File: src/rtl/alu_pkg.sv
// Shared constants and types for the ALU driver slice: opcodes, FSM states
// and a few e4m3 encodings.
package alu_pkg;

  localparam logic [3:0] ALU_OP_NOP = 4'b0000;
  localparam logic [3:0] ALU_OP_ADD = 4'b0001;
  localparam logic [3:0] ALU_OP_MUL = 4'b0010;

  localparam logic [7:0] E4M3_ZERO = 8'h00;
  localparam logic [7:0] E4M3_ONE  = 8'h38;

  typedef enum logic [1:0] {
    ST_IDLE   = 2'd0,
    ST_SETTLE = 2'd1,
    ST_WAIT   = 2'd2,
    ST_RESP   = 2'd3
  } state_e;

  // Only add and mul reach the ALU; everything else is answered with an error.
  function automatic logic op_is_legal(input logic [3:0] op);
    return (op == ALU_OP_ADD) || (op == ALU_OP_MUL);
  endfunction

endpackage

File: src/rtl/alu_driver_sat_counter.sv
// 8-bit clear/increment counter that saturates at LIMIT-1. The terminal flag
// is high in the LIMIT-th counted cycle, so a phase that must last LIMIT
// cycles ends on the edge where the flag is seen.
module sat_counter #(
  parameter logic [7:0] LIMIT = 8'd1
) (
  input  logic clock,
  input  logic reset,
  input  logic clr,
  input  logic inc,
  output logic last
);

  localparam logic [7:0] TERM = LIMIT - 8'd1;

  logic [7:0] cnt_q;
  logic [7:0] cnt_d;

  // Next count: clear wins over increment; hold at the terminal value.
  always_comb begin
    // NOTE: default assigned first so every path drives cnt_d; no latch is inferred.
    cnt_d = cnt_q;
    if (clr) begin
      cnt_d = 8'd0;
    end else if (inc && (cnt_q != TERM)) begin
      cnt_d = cnt_q + 8'd1;
    end
  end

  // Count register.
  always_ff @(posedge clock or posedge reset) begin
    // NOTE: flops use non-blocking assignment so every register samples pre-edge values.
    if (reset) begin
      cnt_q <= 8'd0;
    end else begin
      cnt_q <= cnt_d;
    end
  end

  assign last = (cnt_q == TERM);

endmodule

File: src/rtl/alu_driver.sv
// Initiator side of the ALU operand/result interface. Takes add/mul requests
// over valid/ready, settles the ALU with a NOP opcode, waits for the ALU's
// valid (bounded by a timeout) and returns the result or an error.
module alu_driver #(
  parameter int SETTLE_CYCLES  = 2,
  parameter int TIMEOUT_CYCLES = 16
) (
  input  logic       clock,
  input  logic       reset,
  input  logic       req_valid,
  output logic       req_ready,
  input  logic [7:0] req_a,
  input  logic [7:0] req_b,
  input  logic [3:0] req_op,
  output logic [7:0] alu_a,
  output logic [7:0] alu_b,
  output logic [3:0] alu_ctrl,
  input  logic [7:0] alu_y,
  input  logic       alu_valid,
  output logic       resp_valid,
  input  logic       resp_ready,
  output logic [7:0] resp_y,
  output logic       resp_err
);

  import alu_pkg::*;

  state_e     state_q,      state_d;
  logic [3:0] op_q,         op_d;
  logic [7:0] alu_a_q,      alu_a_d;
  logic [7:0] alu_b_q,      alu_b_d;
  logic [3:0] alu_ctrl_q,   alu_ctrl_d;
  logic       resp_valid_q, resp_valid_d;
  logic [7:0] resp_y_q,     resp_y_d;
  logic       resp_err_q,   resp_err_d;

  logic settle_clr, settle_inc, settle_last;
  logic wait_clr,   wait_inc,   wait_last;

  sat_counter #(.LIMIT(8'(SETTLE_CYCLES))) u_settle_cnt (
    .clock (clock),
    .reset (reset),
    .clr   (settle_clr),
    .inc   (settle_inc),
    .last  (settle_last)
  );

  sat_counter #(.LIMIT(8'(TIMEOUT_CYCLES))) u_wait_cnt (
    .clock (clock),
    .reset (reset),
    .clr   (wait_clr),
    .inc   (wait_inc),
    .last  (wait_last)
  );

  // Next-state and registered-output logic for the request/response FSM.
  always_comb begin
    state_d      = state_q;
    op_d         = op_q;
    alu_a_d      = alu_a_q;
    alu_b_d      = alu_b_q;
    alu_ctrl_d   = alu_ctrl_q;
    resp_valid_d = resp_valid_q;
    resp_y_d     = resp_y_q;
    resp_err_d   = resp_err_q;
    settle_clr   = 1'b0;
    settle_inc   = 1'b0;
    wait_clr     = 1'b0;
    wait_inc     = 1'b0;

    case (state_q)
      ST_IDLE: begin
        alu_ctrl_d = ALU_OP_NOP;
        if (req_valid) begin
          if (op_is_legal(req_op)) begin
            alu_a_d    = req_a;
            alu_b_d    = req_b;
            op_d       = req_op;
            settle_clr = 1'b1;
            state_d    = ST_SETTLE;
          end else begin
            // The ALU is left alone: operands keep their previous values.
            resp_valid_d = 1'b1;
            resp_err_d   = 1'b1;
            resp_y_d     = E4M3_ZERO;
            state_d      = ST_RESP;
          end
        end
      end

      ST_SETTLE: begin
        settle_inc = 1'b1;
        if (settle_last) begin
          alu_ctrl_d = op_q;
          wait_clr   = 1'b1;
          state_d    = ST_WAIT;
        end
      end

      ST_WAIT: begin
        wait_inc = 1'b1;
        // A valid in the final allowed cycle beats the timeout.
        if (alu_valid) begin
          resp_valid_d = 1'b1;
          resp_err_d   = 1'b0;
          resp_y_d     = alu_y;
          alu_ctrl_d   = ALU_OP_NOP;
          state_d      = ST_RESP;
        end else if (wait_last) begin
          resp_valid_d = 1'b1;
          resp_err_d   = 1'b1;
          resp_y_d     = E4M3_ZERO;
          alu_ctrl_d   = ALU_OP_NOP;
          state_d      = ST_RESP;
        end
      end

      ST_RESP: begin
        if (resp_ready) begin
          resp_valid_d = 1'b0;
          state_d      = ST_IDLE;
        end
      end

      default: begin
        state_d = ST_IDLE;
      end
    endcase
  end

  // State and output registers; reset drops any in-flight transaction.
  always_ff @(posedge clock or posedge reset) begin
    if (reset) begin
      state_q      <= ST_IDLE;
      op_q         <= ALU_OP_NOP;
      alu_a_q      <= E4M3_ZERO;
      alu_b_q      <= E4M3_ZERO;
      alu_ctrl_q   <= ALU_OP_NOP;
      resp_valid_q <= 1'b0;
      resp_y_q     <= E4M3_ZERO;
      resp_err_q   <= 1'b0;
    end else begin
      state_q      <= state_d;
      op_q         <= op_d;
      alu_a_q      <= alu_a_d;
      alu_b_q      <= alu_b_d;
      alu_ctrl_q   <= alu_ctrl_d;
      resp_valid_q <= resp_valid_d;
      resp_y_q     <= resp_y_d;
      resp_err_q   <= resp_err_d;
    end
  end

  assign req_ready  = (state_q == ST_IDLE);
  assign alu_a      = alu_a_q;
  assign alu_b      = alu_b_q;
  assign alu_ctrl   = alu_ctrl_q;
  assign resp_valid = resp_valid_q;
  assign resp_y     = resp_y_q;
  assign resp_err   = resp_err_q;

endmodule

File: config.mk
export PLATFORM = sky130hd
export DESIGN_NAME = alu_driver
export DESIGN_NICKNAME = d
export VERILOG_FILES = /design/src/rtl/alu_pkg.sv /design/src/rtl/alu_driver_sat_counter.sv /design/src/rtl/alu_driver.sv
export SDC_FILE = /design/constraint.sdc
export NUM_CORES = 1
export LEC_CHECK = 0
export ABC_AREA = 1
export CAP_MARGIN = 10
export CORE_MARGIN = 4
export CORE_UTILIZATION = 45
export CTS_CLUSTER_DIAMETER = 200
export CTS_CLUSTER_SIZE = 10
export DETAILED_ROUTE_END_ITERATION = 7
export GPL_TIMING_DRIVEN = 0
export PLACE_DENSITY = 0.73
export SYNTH_ARGS = -nofsm -noshare
export SYNTH_HDL_FRONTEND = slang
export SYNTH_SLANG_ARGS = --single-unit
File: constraint.sdc
create_clock -name clock -period 1.7 [get_ports clock]
set_input_delay 0.34 -clock clock [delete_from_list [all_inputs] [get_ports clock]]
set_output_delay 0.34 -clock clock [all_outputs]
set_load 0.005 [all_outputs]
Yosys cells after proc, flatten, opt, wreduce, memory -nomap -nowiden
Cells that the tools add are included.
- $add $sub $neg: 2
- eq/ne operators: 14
- multiplexer cells: 35
- reduce and logical (&&, ||, !) cells: 14
- operators by type and width (cell ; number):
    $mux 8 ; 8
    $add 8x1->8 const B ; 2
    $pmux 8 s2 ; 1
    $mux 1 ; 13
    $mux 2 ; 6
    $mux 4 ; 3
    $pmux 4 s3 ; 1
    $eq 8x1->1 const B ; 1
    $eq 8x4->1 const B ; 1
    $ne 2x2->1 const B ; 4
    $ne 8x1->1 const B ; 1
    $ne 8x4->1 const B ; 1
    $pmux 2 s4 ; 1
    $reduce_and 4->1 ; 2
    $reduce_and 3->1 ; 2
    $reduce_bool 2->1 ; 3
    $reduce_bool 3->1 ; 2
    $reduce_and 5->1 ; 1
    $eq 2x2->1 const B ; 2
    $eq 4x1->1 const B ; 1
    $eq 4x2->1 const B ; 1
    $ne 3x2->1 const B ; 1
    $pmux 1 s3 ; 1
    $eq 2x1->1 const B ; 1
    other kinds (4) ; 5
- register bits after elaboration: 52
- logic and storage cells: 75

Longest topological paths before layout
- word-level depth: 6
- mapped depth: 10

Cells and area by module
From an unflattened synthesis, not the netlist that was laid out.
- cell total of the unflattened synthesis: 346
- area total of the unflattened synthesis: 2710.1 µm²
- modules (own cells, without submodules) (module ; instances ; cells an instance ; area an instance (µm²)):
    alu_driver ; 1 ; 207 ; 1694.1
    sat_counter at u_settle_cnt ; 1 ; 71 ; 510.5
    sat_counter at u_wait_cnt ; 1 ; 68 ; 505.5

Worst setup path before layout
Ideal clock, no wire load.
- path kind: register -> register
- start: register state_q[0]
- end: register resp_err_q (netlist: resp_err)
- setup time: 0.117 ns
- arrival time: 1.444 ns
- setup slack: 0.139 ns
- stages on the path, launching flop included: 10
- period minus slack after synthesis: 1.561 ns
- cell sequence: dfrtp_1 -> inv_1 -> ha_1 -> inv_1 -> or2_0 -> nor2_1 -> nor2_4 -> buf_6 -> nand3_1 -> nand2_1
- word-level cells in the longest chain between the ends: 3
- ends and longest elaborated chain (what ; line ; source):
    start, declared ; alu_driver.sv:28 ; state_e state_q, state_d;
    start signal, assigned ; alu_driver.sv:143 ; state_q <= state_d;
    $eq 2x2->1 / $logic_not 2->1 (equally long branches) ; alu_driver.sv:71 ; case (state_q)
    $ne 3x2->1 (no source line) (tied with other cells) ; n/a ;
    $reduce_and 4->1 (no source line) ; n/a ;
    end signal, assigned ; alu_driver.sv:150 ; resp_err_q <= resp_err_d;
    end, declared ; alu_driver.sv:35 ; logic resp_err_q, resp_err_d;
Several ways; a longest one is shown, not always the timed one.
A chain may end at the register's enable or synchronous reset.

Worst setup path in the final report
- start: register state_q[1]
- end: register resp_y_q[2] (netlist: resp_y[2])
- word-level cells in the longest chain between the ends: 3
- ends and longest elaborated chain (what ; line ; source):
    $eq 2x2->1 / $logic_not 2->1 (equally long branches) ; alu_driver.sv:71 ;
    $ne 3x2->1 (no source line) (tied with other cells) ; n/a ;
    $reduce_and 4->1 (no source line) ; n/a ;
    end signal, assigned ; alu_driver.sv:149 ; resp_y_q <= resp_y_d;
    end, declared ; alu_driver.sv:34 ; logic [7:0] resp_y_q, resp_y_d;
Several ways; a longest one is shown, not always the timed one.

==> impl_metrics.toml <==
[status]
status = "finished clean"

[power_and_ir_drop]
leakagePower_nw = 1.94
comb_power_share_pct = 46.9
p_switching_w = 0.00197
total_power_w = 0.00525
p_sw_share_pct = 37.5
p_clk_share_pct = 16.9
p_seq_share_pct = 36.3
powerDensity_nw_per_um2 = 1440
p_int_w = 0.00328
max-vdd-ir-drop_mv = 0.737

[clock_tree]
clkLatencyLatePin_ns = 0.30
path_clk_slew_ns = 0.09
cts_tree = "built"
ctsRootBufferMaster = "clkbuf_8"
clock_path_buffers = 2
htree_levels = 2
cts_sinks = 52
cts_buffers = 5

[logic_synthesis]
netlist_area_sq_um = 2700
async_flop_share_pct = 100
synth_edf_count = 0
synth_fp_nets = 398
synth.avg_cell_area_sq_um = 7.57
yosysSeqAreaShare_pct = 48.1
syn_inst = 357
ys_warn_count = 0
synth_cell_types = 22
synth-seq-cells = 52
ys.flop_type = "dfrtp_1"

[timing]
slew_headroom_pct = 63.8
max_freq_mhz = 621
slew_violations = 0
period_minus_slack_ns = 1.61
worst_slack_ns = 0.0903
setup_viol = 0
hold_viol = 0
worst_pin_slew_ns = 0.542
fin_skew_ns = 0.00725
period_share_pct = 94.7

[final_layout]
multi_input_area_sq_um = 1220
drive_gt1_share_pct = 9.95
fill_cells = 504
seq_area_sq_um = 1300
layout_common_cells = "nand2_1 (142), clkdlybuf4s50_1 (62), dfrtp_1 (52), inv_1 (45), nor2_1 (28)"
final_common_cell = "nand2_1"
antenna_cells = 0
syn_to_final_growth_pct = 34.6
final_nets = 472

[placed_design]
io_buffers = 63
place_congestion = 0.819
pre_cts_ws_ns = -0.147
dp_hpwl_mm = 4.50

[route]
num_vias = 2415
drtPass1Iterations = 4
routed_wl_mm = 6.15
drt_iter0_markers = 126
wl_per_cell_um = 12.2
drc = 0
ant_nets = 0
viasPerCell = 4.79

[setup_path]
worstPathArrival_ns = 1.85
critPathBufInv = 3
cp-end-kind = "flop"
cp.required_ns = 1.94
timing.rr.end = "resp_y[2]$_DFFE_PP0P_"
path_class = "flop to flop"
crit_top_cell = "buf_4"
crit_chain = "buf_4 > ha_4 > inv_1 > or2_1 > nor2_2 > nor2_4 > buf_4 > nand3_1 > nand2_1"
cp-start-kind = "flop"
cpMaxStageDelayCell = "dfrtp_1"
cp_max_fo = 7
slowest_delay_ns = 0.40
ff2ff_setup_slack_ns = 0.09
r2r-start = "state_q[1]$_DFFE_PP0P_"
reg2reg_depth = 9
cp_top_family = "simple AND/OR/NAND/NOR gates"

[grt]
grt.total_usage_pct = 17.6
grt_pass1_wl_mm = 10.5
antenna_found_initial = 0
grt_max_degree = 29
grt_pass1_vias = 2310
grt.overflow.total = 0

[floorplan]
die_area_sq_um = 7310
start_util_pct = 47.6
die_w_um = 85.5
dieHeight_um = 85.5
rows = 27
coreArea_sq_um = 5680
ios = 64

[worst_hold_path]
hp-class = "input pin to async pin"

[job]
drv_cap = 0
## worst max-delay path by stage
stage	slack, ns	cells after the start	start	to
2_1_floorplan	0.10	1	reset	alu_a[0]$_DFFE_PP0P_
3_3_place_gp	-0.93	2	reset	u_settle_cnt.cnt_q[6]$_DFFE_PP0P_
3_5_place_dp	-0.15	10	req_op[1]	resp_y[7]$_DFFE_PP0P_
4_1_cts	0.04	9	state_q[0]$_DFFE_PP0P_	resp_y[1]$_DFFE_PP0P_
5_1_grt	-0.01	9	state_q[1]$_DFFE_PP0P_	resp_y[1]$_DFFE_PP0P_
6_report	0.09	9	state_q[1]$_DFFE_PP0P_	resp_y[2]$_DFFE_PP0P_
## state kept, by name, indices dropped and copies added (netlist names)
register / cells
resp_valid: 1
resp_err: 1
alu_a: 8
u_settle_cnt.cnt_q: 8
op_q: 4
resp_y: 8
alu_b: 8
alu_ctrl: 4
u_wait_cnt.cnt_q: 8
state_q: 2
## layout make-up
class,instances,area share (%)
buffer,7,1.31
clock buffer,6,2.27
clock inverter,2,1.07
inverter,49,5.06
multi-input combinational,249,33.6
sequential,52,35.8
tap,72,2.48
timing repair buffer,67,18.5
## through the flow
| stage | utilization, % | setup TNS, ns | hold WS [ns] | area, sq um | cells |
|---|---|---|---|---|---|
| 4_1_cts | 63.3 | 0 | 0.401 | 3590 | 503 |
| 3_5_place_dp | 60.7 | -2.99 | 0.458 | 3440 | 493 |
| 6_report | 64.1 | 0 | 0.395 | 3640 | 504 |
| 2_1_floorplan | - | 0 | 0.436 | 2700 | 357 |
| 3_3_place_gp | 60.3 | -51.06 | 0.453 | 3420 | 492 |
| 5_1_grt | 64.1 | -0.0119 | 0.451 | 3640 | 504 |
## cell usage after synthesis (2+ instances only)
cell / instances / share of area (%)
a21oi_1: 3 / 0.56
buf_2: 5 / 0.93
buf_6: 2 / 0.83
dfrtp_1: 52 / 48
ha_1: 8 / 3.7
inv_1: 48 / 6.7
nand2_1: 142 / 20
nand2_2: 3 / 0.69
nand3_1: 24 / 4.4
nand3_2: 2 / 0.74
nand4_1: 14 / 3.2
nor2_1: 29 / 4.0
nor2_2: 3 / 0.69
nor2_4: 5 / 2.1
o21ai_0: 7 / 1.3
o21ai_1: 2 / 0.37
o21bai_1: 2 / 0.56
or2_2: 2 / 0.46
## worst register-to-register path, cell delays in order, from the launching register on
cell and delay (ns):
dfrtp_1 0.40, buf_4 0.16, ha_4 0.17, inv_1 0.07, or2_1 0.14, nor2_2 0.06, nor2_4 0.21, buf_4 0.18
nand3_1 0.07, nand2_1 0.09
## layer usage
| metal | wire length [um] | share of wire [%] | global-route usage, % | vias up |
|---|---|---|---|---|
| li1 | - | - | - | 1245 |
| met1 | 2840 | 46 | 23.2 | 1107 |
| met4 | 80 | 1.3 | 5.04 | 0 |
| met2 | 2850 | 46 | 28.7 | 54 |
| met3 | 380 | 6.2 | 4.61 | 9 |
| met5 | 0 | 0 | 0 | - |
## power by group through the flow
stage / logic, W / registers (W) / clock network, W
3_5_place_dp: 0.00228 / 0.00193 / 0
5_1_grt: 0.00277 / 0.00197 / 0.000954
4_1_cts: 0.00238 / 0.00190 / 0.000910
3_3_place_gp: 0.00222 / 0.00192 / 0
6_report: 0.00246 / 0.00190 / 0.000885
2_1_floorplan: 0.00131 / 0.00192 / 0
## cell families (layout without fill, tap and decap cells)
kind of cell	after synthesis	count (layout)	share of synthesized area, %
AND/OR/NAND/NOR	227	227	36.8
buffers and inverters	56	131	8.56
flip-flops	52	52	48.1
AO/OA/AOI/OAI	14	14	2.78
adder cells (fa/ha/maj)	8	8	3.70
## what timing repair did
| item | 4_1_cts | 5_1_grt |
|---|---|---|
| buffers inserted | 2 | 0 |
| pin swaps | 0 | 2 |
| hold buffers | 0 | 0 |
| setup endpoints to repair | 13 | 17 |
| gates cloned | 0 | 1 |
| gates resized for setup | 6 | 10 |
No activity file was read; power rests on OpenSTA's default activity.
